## src/rtl/dds_freq_sweep_if.sv

```systemverilog
// Control/data bundle between the sweep controller and its host.
// The slave side is the sweep controller; the master side drives the sweep requests.
interface dds_freq_sweep_if #(
  parameter int KW = 32,
  parameter int PW = 11,
  parameter int DW = 16
);
  logic          start;
  logic          abort;
  logic [1:0]    mode;
  logic [KW-1:0] f_start;
  logic [KW-1:0] f_stop;
  logic [KW-1:0] f_step;
  logic [DW-1:0] dwell;
  logic [PW-1:0] phase_in;
  logic [KW-1:0] K;
  logic [PW-1:0] P;
  logic          busy;
  logic          done;
  logic          dir;

  modport master (
    output start, abort, mode, f_start, f_stop, f_step, dwell, phase_in,
    input  K, P, busy, done, dir
  );

  modport slave (
    input  start, abort, mode, f_start, f_stop, f_step, dwell, phase_in,
    output K, P, busy, done, dir
  );
endinterface

```

## src/rtl/dds_freq_sweep.sv

```systemverilog
// Frequency-sweep controller feeding a DDS phase accumulator with tuning word K
// and phase offset P; supports single, repeating and triangle linear sweeps.
module dds_freq_sweep #(
  parameter int KW = 32,
  parameter int PW = 11,
  parameter int DW = 16
) (
  input  logic                 clk,
  input  logic                 rst,
  dds_freq_sweep_if.slave      bus
);

  typedef enum logic [1:0] {IDLE, RUN, FINISH} state_t;

  state_t        state;
  logic [KW-1:0] sh_start;
  logic [KW-1:0] sh_stop;
  logic [KW-1:0] sh_step;
  logic [DW-1:0] sh_dwell;
  logic [1:0]    sh_mode;
  logic          sh_up;
  logic [DW-1:0] cnt;

  logic [KW-1:0] k_p1;
  logic [PW-1:0] phase_p1;
  logic          busy_p1;
  logic          done_p1;
  logic          dir_p1;

  logic [KW-1:0] target;
  logic [KW-1:0] alt_target;
  logic          toward_up;
  logic          expire;
  logic          at_tgt;
  logic [KW-1:0] k_step;
  logic [KW-1:0] k_turn;

  // One step toward tgt in KW+1 bits; overshoot, carry-out or borrow saturates at tgt.
  function automatic logic [KW-1:0] step_clamp(input logic [KW-1:0] cur,
                                               input logic [KW-1:0] tgt,
                                               input logic [KW-1:0] stp,
                                               input logic          up);
    logic [KW:0] ext;
    if (up) begin
      ext = {1'b0, cur} + {1'b0, stp};
      if (ext[KW] || (ext[KW-1:0] > tgt)) return tgt;
    end else begin
      ext = {1'b0, cur} - {1'b0, stp};
      if (ext[KW] || (ext[KW-1:0] < tgt)) return tgt;
    end
    return ext[KW-1:0];
  endfunction

  // dir flips the leg: the target becomes the opposite end and the step sense inverts.
  assign target     = dir_p1 ? sh_start : sh_stop;
  assign alt_target = dir_p1 ? sh_stop  : sh_start;
  assign toward_up  = sh_up ^ dir_p1;
  assign expire     = (cnt == sh_dwell);
  assign at_tgt     = (k_p1 == target);
  assign k_step     = step_clamp(k_p1, target, sh_step, toward_up);
  assign k_turn     = step_clamp(k_p1, alt_target, sh_step, ~toward_up);

  always_ff @(posedge clk or posedge rst) begin
    if (rst) begin
      state    <= IDLE;
      sh_start <= '0;
      sh_stop  <= '0;
      sh_step  <= '0;
      sh_dwell <= '0;
      sh_mode  <= '0;
      sh_up    <= 1'b0;
      cnt      <= '0;
      k_p1     <= '0;
      phase_p1 <= '0;
      busy_p1  <= 1'b0;
      done_p1  <= 1'b0;
      dir_p1   <= 1'b0;
    end else begin
      phase_p1 <= bus.phase_in;
      done_p1  <= 1'b0;
      case (state)
        IDLE: begin
          if (bus.start && !bus.abort) begin
            sh_start <= bus.f_start;
            sh_stop  <= bus.f_stop;
            sh_step  <= (bus.f_step == '0) ? KW'(1) : bus.f_step;
            sh_dwell <= bus.dwell;
            sh_mode  <= bus.mode;
            sh_up    <= (bus.f_stop >= bus.f_start);
            k_p1     <= bus.f_start;
            busy_p1  <= 1'b1;
            dir_p1   <= 1'b0;
            cnt      <= '0;
            state    <= RUN;
          end
        end
        RUN: begin
          if (bus.abort) begin
            busy_p1 <= 1'b0;
            state   <= IDLE;
          end else if (expire) begin
            cnt <= '0;
            if (!at_tgt) begin
              k_p1 <= k_step;
            end else begin
              case (sh_mode)
                2'b01: k_p1 <= sh_start;
                2'b10: begin
                  // Turnaround steps straight off the end value so it is not held twice.
                  dir_p1 <= ~dir_p1;
                  k_p1   <= k_turn;
                end
                default: begin
                  done_p1 <= 1'b1;
                  busy_p1 <= 1'b0;
                  state   <= FINISH;
                end
              endcase
            end
          end else begin
            cnt <= cnt + DW'(1);
          end
        end
        FINISH: begin
          busy_p1 <= 1'b0;
          state   <= IDLE;
        end
        default: state <= IDLE;
      endcase
    end
  end

  assign bus.K    = k_p1;
  assign bus.P    = phase_p1;
  assign bus.busy = busy_p1;
  assign bus.done = done_p1;
  assign bus.dir  = dir_p1;

endmodule
```

## src/flat_wrapper.sv

```systemverilog
// flat-port wrapper written by rule: the top's interface ports become plain ports
module dds_freq_sweep_flat 
#(
  parameter int KW = 32,
  parameter int PW = 11,
  parameter int DW = 16
)
  (clk, rst, bus_start, bus_abort, bus_mode, bus_f_start, bus_f_stop, bus_f_step, bus_dwell, bus_phase_in, bus_K, bus_P, bus_busy, bus_done, bus_dir);
  dds_freq_sweep_if #(.KW(KW), .PW(PW), .DW(DW)) bus_i ();
  input  logic clk;
  input  logic rst;
  input wire logic [$bits(bus_i.start)-1:0] bus_start;
  input wire logic [$bits(bus_i.abort)-1:0] bus_abort;
  input wire logic [$bits(bus_i.mode)-1:0] bus_mode;
  input wire logic [$bits(bus_i.f_start)-1:0] bus_f_start;
  input wire logic [$bits(bus_i.f_stop)-1:0] bus_f_stop;
  input wire logic [$bits(bus_i.f_step)-1:0] bus_f_step;
  input wire logic [$bits(bus_i.dwell)-1:0] bus_dwell;
  input wire logic [$bits(bus_i.phase_in)-1:0] bus_phase_in;
  output wire logic [$bits(bus_i.K)-1:0] bus_K;
  output wire logic [$bits(bus_i.P)-1:0] bus_P;
  output wire logic [$bits(bus_i.busy)-1:0] bus_busy;
  output wire logic [$bits(bus_i.done)-1:0] bus_done;
  output wire logic [$bits(bus_i.dir)-1:0] bus_dir;
  assign bus_i.start = bus_start;
  assign bus_i.abort = bus_abort;
  assign bus_i.mode = bus_mode;
  assign bus_i.f_start = bus_f_start;
  assign bus_i.f_stop = bus_f_stop;
  assign bus_i.f_step = bus_f_step;
  assign bus_i.dwell = bus_dwell;
  assign bus_i.phase_in = bus_phase_in;
  assign bus_K = bus_i.K;
  assign bus_P = bus_i.P;
  assign bus_busy = bus_i.busy;
  assign bus_done = bus_i.done;
  assign bus_dir = bus_i.dir;
  dds_freq_sweep #(.KW(KW), .PW(PW), .DW(DW)) u_core (.clk(clk), .rst(rst), .bus(bus_i));
endmodule
```

## config.mk

```make
export PLATFORM = sky130hd
export DESIGN_NAME = dds_freq_sweep_flat
export DESIGN_NICKNAME = d
export VERILOG_FILES = /design/src/rtl/dds_freq_sweep_if.sv /design/src/rtl/dds_freq_sweep.sv /design/src/flat_wrapper.sv
export SDC_FILE = /design/constraint.sdc
export NUM_CORES = 1
export LEC_CHECK = 0
export CAP_MARGIN = 0
export CORE_MARGIN = 2
export CORE_UTILIZATION = 38
export DETAILED_ROUTE_END_ITERATION = 8
export GPL_ROUTABILITY_DRIVEN = 0
export RECOVER_POWER = 100
export SLEW_MARGIN = 25
export SYNTH_ARGS = -nofsm -noshare
export SYNTH_HDL_FRONTEND = slang
export SYNTH_SLANG_ARGS = --single-unit
```

## constraint.sdc

```tcl
create_clock -name clk -period 6.5 [get_ports clk]
set_input_delay 1.3 -clock clk [delete_from_list [all_inputs] [get_ports clk]]
set_output_delay 1.3 -clock clk [all_outputs]
set_load 0.05 [all_outputs]
```

Word-level counts from Yosys, hierarchy flattened. Index checks and enable logic that the tools add are counted.

Flip-flop bits (word level): 179. Input port bits: 129. Output and inout port bits: 46. Word-level logic and storage cells: 107.

$add $sub $neg: 3. Magnitude comparators: 5. Eq/ne operators: 15. Muxes and demuxes: 52. Bitwise operators: 2. Reductions and logical operators: 17.

Operators with widths (count): 2-to-1 mux 32 bit (17); case mux 32 bit (2 select lines) (2); > comparator 32 bit (2); < comparator 32 bit (2); 2-to-1 mux 16 bit (3); adder 32 x 32 -> 33 bit (1); subtractor 32 x 32 -> 33 bit (1); == test 32 bit (1); greater-or-equal comparator 32 bit (1); zero test 32 bit (1); case mux 16 bit (2 select lines) (1); 2-to-1 mux 1 bit (21); adder 16 x 1 -> 16 bit, second input constant (1); == test 16 bit (1); 2-to-1 mux 2 bit (5); AND reduction 5 bit (2); != test 2 x 1 -> 1 bit, second input constant (3); != test 3 x 2 -> 1 bit, second input constant (2); AND reduction 6 bit (1); == test 2 x 1 -> 1 bit, second input constant (2); == test 2 bit, second input constant (2); logical OR 1 bit (4); != test 2 bit, second input constant (2); != test 4 bit, second input constant (1); 15 further kinds (15).

Logic depth before layout (Yosys ltp).
Depth in word-level cells: 11. Depth in mapped cells: 26. Gate-level depth less buffers: 24.

Worst setup path before layout. No wires, ideal clock.

Path kind: register to register. Start point: reg u_core.k_p1[0], in the netlist u_core.bus.K[0]. End point: reg u_core.k_p1[0], in the netlist u_core.bus.K[0]. Setup time: 0.142 ns. Arrival time: 5.497 ns. Data required time: 6.358 ns. Slack: 0.861 ns. Stages on the path, launching flop included: 27. Path buffers: 3. Clock period less this slack: 5.639 ns. Path through: dfrtp_1 > inv_1 > ha_1 > inv_1 > fa_1 > a21o_1 > a221oi_1 > a2111o_1 > a21oi_1 > nor2b_1 > buf_2 > o311ai_0 > o311ai_0 > xor2_1 > inv_1 > ha_1 > nand4_1 > or3_1 > or3_1 > a31oi_1 > o22a_1 > a21o_1 > buf_4 > buf_4 > a21oi_1 > a222oi_1 > a22oi_1.

Cells in the longest elaborated chain, start to end: 11. Elaborated cells between the ends (all ways): 28. Classes of those cells: 2 x add/sub; 4 x order compare; 2 x eq/ne; 15 x mux; 5 x reduce/logical.

Ends and longest elaborated chain: from (decl) (line dds_freq_sweep.sv:24) `logic [KW-1:0] k_p1;`; from (signal assigned) (line dds_freq_sweep.sv:90) `k_p1 <= bus.f_start;`; from (signal assigned) (line dds_freq_sweep.sv:104) `k_p1 <= k_step;`; from (signal assigned) (line dds_freq_sweep.sv:107) `2'b01: k_p1 <= sh_start;`; adder 32 x 32 -> 33 bit or subtractor 32 x 32 -> 33 bit (tied branches) (line dds_freq_sweep.sv:45, dds_freq_sweep.sv:48); > comparator 32 bit or < comparator 32 bit (tied branches) (line dds_freq_sweep.sv:46, dds_freq_sweep.sv:49); logical OR 1 bit, on equally long branches (line dds_freq_sweep.sv:46, dds_freq_sweep.sv:49); 2-to-1 mux 1 bit, on equally long branches (line dds_freq_sweep.sv:46, dds_freq_sweep.sv:49); 2-to-1 mux 1 bit (line dds_freq_sweep.sv:44) `if (up) begin`; 2-to-1 mux 32 bit (line dds_freq_sweep.sv:51) `return ext[KW-1:0];`; case mux 32 bit (2 select lines) (line dds_freq_sweep.sv:106) `case (sh_mode)`; 2-to-1 mux 32 bit (line dds_freq_sweep.sv:103) `if (!at_tgt) begin`; 2-to-1 mux 32 bit (line dds_freq_sweep.sv:101) `end else if (expire) begin`; 2-to-1 mux 32 bit (line dds_freq_sweep.sv:98) `if (bus.abort) begin`; case mux 32 bit (2 select lines) (line dds_freq_sweep.sv:81) `case (state)`.

Several ways; a longest one is shown, not always the timed one. The select of a mux whose other input is x is not followed. A chain may end at the register's enable or synchronous reset.

Worst setup path after layout.
Start point: reg u_core.k_p1[7], in the netlist u_core.bus.K[7]. End point: reg u_core.k_p1[23], in the netlist u_core.bus.K[23].

The elaborated chain is that of the path after synthesis.

==> results.py <==
metrics = {
    "clock_tree": {
        "cts_max_level": 4,
        "clkTransAtPathRegs_ns": 0.08,
        "ctsHoldBuffers": 0,
        "clock_latency_ns": 0.48,
        "cts.sinks": 179,
        "clock_path_buffers": 2,
        "root_buffer": "clkbuf_16",
        "cts_tree": "done",
        "cts_buffers": 17,
    },
    "die": {
        "rows": 79,
        "floorplan.initialDensity_pct": 38.5,
        "die_y_um": 222,
        "core_area_mm2": 0.0467,
        "pin_count": 175,
        "die_area_mm2": 0.0491,
        "die-width_um": 222,
    },
    "synth": {
        "synthAdderAreaFrac_pct": 16.2,
        "async_flop_share_pct": 100,
        "yosys_warnings": 0,
        "syn-num-nets": 2414,
        "synth_seq_cells": 179,
        "syn-instance-count": 2054,
        "synth-compound-area-share_pct": 20.6,
        "synth_simple_gate_area_share_pct": 14.9,
        "ys_seq_area_share_pct": 24.9,
        "yosys.area.top_type": "dfrtp_1",
        "yosys-mux-area-fraction_pct": 12.2,
        "synthXorXnorAreaFrac_pct": 6.48,
        "yosysTopAreaCellShare_pct": 24.9,
        "netlist_top_cells_count": "ha_1 (229), dfrtp_1 (179), nor2_1 (166)",
        "yosys-top-cells-area": "dfrtp_1 (25%), ha_1 (16%), mux2_2 (5.8%), mux2i_1 (5.6%), xnor2_1 (5.1%)",
        "netlist_area_mm2": 0.0180,
        "ys_types": 92,
        "synthFlopType": "dfrtp_1",
        "syn_area_per_cell_um2": 8.75,
        "synth-edff-count": 0,
        "synth_top_family_by_area": "compound AO/OA/AOI/OAI gates",
        "synth_most_common_cell": "ha_1",
    },
    "sta": {
        "slew-limit-headroom_pct": -162,
        "max_freq_mhz": 157,
        "setup-violations-final": 0,
        "slew_violations": 279,
        "finalHoldViolations": 0,
        "rsz0062_at_grt": "false",
        "tightestPinTransition_ns": 3.93,
        "holdWs_ns": 0.507,
        "finClkSkew_ns": 0.0198,
        "finalCriticalPeriod_ns": 6.37,
        "min_period_over_period_pct": 98.1,
    },
    "drt": {
        "vias": 17500,
        "postRouteAntennaNets": 0,
        "wl_met1_um": 29600,
        "post_drt_via_cell_ratio": 6.06,
        "drcViolationCount": 7,
        "first_pass_iters": 8,
        "dr.max_layer_used": "met4",
        "wl_per_cell_um": 23.2,
        "dr_wl_met3_um": 6020,
        "wl_met2_um": 28200,
        "drtIter0Drc": 2062,
        "routed_wirelength_um": 66800,
    },
    "layout": {
        "fill_cells": 4599,
        "drive_gt1_share_pct": 12.9,
        "final_net_count": 2619,
        "multiInputGateArea_mm2": 0.0127,
        "register_area_mm2": 0.00448,
        "syn2layout_area_growth_pct": 19.9,
    },
    "outcome": {
        "violations": "design-rule violations, max-capacitance violations, max-slew violations",
        "status": "finished, violations left",
    },
    "worst_setup_path": {
        "ff2ff_path_depth": 23,
        "reg2reg_slack_ns": 0.13,
        "end_kind": "flip-flop",
        "r2r-start": "u_core.bus.K[7]",
        "worstPathRequired_ns": 6.84,
        "critPathLaunchType": "flip-flop",
        "worstReg2RegEnd": "u_core.bus.K[23]",
        "cp.arrival_ns": 6.71,
        "critical_path_class": "reg2reg",
        "worstPathMaxFanout": 14,
    },
    "global_routing": {
        "antenna_found_initial": 1,
        "grt_pass1_wl_um": 101000,
        "grt-ovfl-total": 0,
        "track_usage_pct": 26.8,
        "grt_max_degree": 88,
        "grt_pass1_vias": 16900,
    },
    "min_path": {
        "hp-start": "u_core.sh_mode[0]",
        "min_to": "u_core.sh_mode[0]",
        "hold_depth": 1,
        "hp-class": "reg2reg",
    },
    "placed_design": {
        "hpwl_um": 53300,
        "io_buffer_count": 174,
    },
    "flow_run": {
        "drv_cap": 4,
    },
}
## routing by layer
| metal | track usage, % | vias to the layer above |
|---|---|---|
| met5 | 0 | - |
| met4 | 12.7 | 0 |
| met3 | 5.17 | 151 |
| met2 | 40.1 | 890 |
| met1 | 37.2 | 8422 |
| li1 | - | 8000 |
## timing repair
item | in CTS | in global routing
cloned | 0 | 0
gates resized for setup | 1 | 8
setup buffers | 2 | 0
endpoints found under the setup margin | 7 | 17
pin swaps | 1 | 1
## worst max-delay path, stage by stage, from the launching register on
cell and delay [ns]:
dfrtp_1 0.45, ha_1 0.50, nor2b_1 0.22, o21ai_0 0.14
a2111oi_0 0.62, buf_4 0.23, o31ai_1 0.09, buf_4 0.17
a211oi_2 0.36, a21oi_1 0.18, xor2_2 0.32, ha_1 0.30
nand4_1 0.20, a21oi_1 0.08, a2111oi_0 0.44, buf_4 0.20
o211ai_1 0.08, o211ai_1 0.18, buf_4 0.18, a21o_1 0.19
buf_6 0.25, mux2i_1 0.10, a222oi_1 0.58, a31oi_1 0.16
## cell families after synthesis
logic type                 Yosys count
AOI/OAI and AO/OA                  550
and+or+nand+nor                    548
DFF                                179
buffers and inverters              210
muxes                              203
adders and majority gates          231
xor gates and xnor gates           133
## worst max path at each step
stage                          startpoint          endpoint  slack (ns)  depth (start not counted)
after detailed placement  u_core.bus.K[7]  u_core.bus.K[23]       -0.19                         22
after global routing      u_core.bus.K[7]   u_core.bus.K[4]       0.002                         22
after CTS                 u_core.bus.K[0]  u_core.bus.K[23]        0.08                         25
after global placement    u_core.bus.K[7]  u_core.bus.K[23]       -0.13                         22
after floorplan                       rst   u_core.bus.K[0]        0.34                          1
final                     u_core.bus.K[7]  u_core.bus.K[23]        0.13                         23
## flip-flops by register name (all words and copies together), names as in the netlist
register,flops
u_core.bus.busy,1
u_core.sh_stop,32
u_core.sh_start,32
u_core.sh_step,32
u_core.bus.dir,1
u_core.sh_dwell,16
u_core.state,2
u_core.bus.done,1
u_core.bus.P,11
u_core.sh_mode,2
u_core.sh_up,1
u_core.bus.K,32
u_core.cnt,16
## through the flow
stage               instances  cell area (um^2)  setup TNS (ns)  util, %  setup slack (ns)
floorplan                2054             18000               0        -             0.341
global placement         2845             21000          -0.135     44.9            -0.135
detailed placement       2845             21000          -0.194     44.9            -0.190
CTS                      2879             21600               0     46.2            0.0827
global route             2880             21600               0     46.2           0.00246
finish                   2880             21600               0     46.2             0.127
## area by class of cell
cell class              count  area share [%]
inverters                 110            1.92
flip-flops and latches    179            20.8
repair buffers            286            12.1
multi-input cells        1665            59.0
clock inverters            14           0.697
diodes                      1          0.0116
well taps                 607            3.52
clock buffers              18            1.99
## layout by cell type, fill, tap and decap left out, drive strengths merged, types with 10 or more instances in the layout
master         instances
mux2i                110
buf                  108
nor2                 169
a22oi                 10
a21oi                159
ha                   229
clkbuf                22
o21bai                10
nor4                  29
o22ai                 10
o21ai                101
xnor2                105
a31oi                 19
a21o                  46
clkdlybuf4s50        115
nor3                  37
nor2b                 22
a221oi                20
mux2                  93
nand2b                17
o221ai                10
dlygate4sd3           59
inv                  110
nand2                126
nand4                 53
xor2                  28
o31ai                 22
or3                   13
o211ai                15
dfrtp                179
a211oi                33
nand3                 42
or2                   13
Power is left out: the tool's default activity adds up to more than one toggle a clock period on the data nets, which glitch-free logic cannot reach.
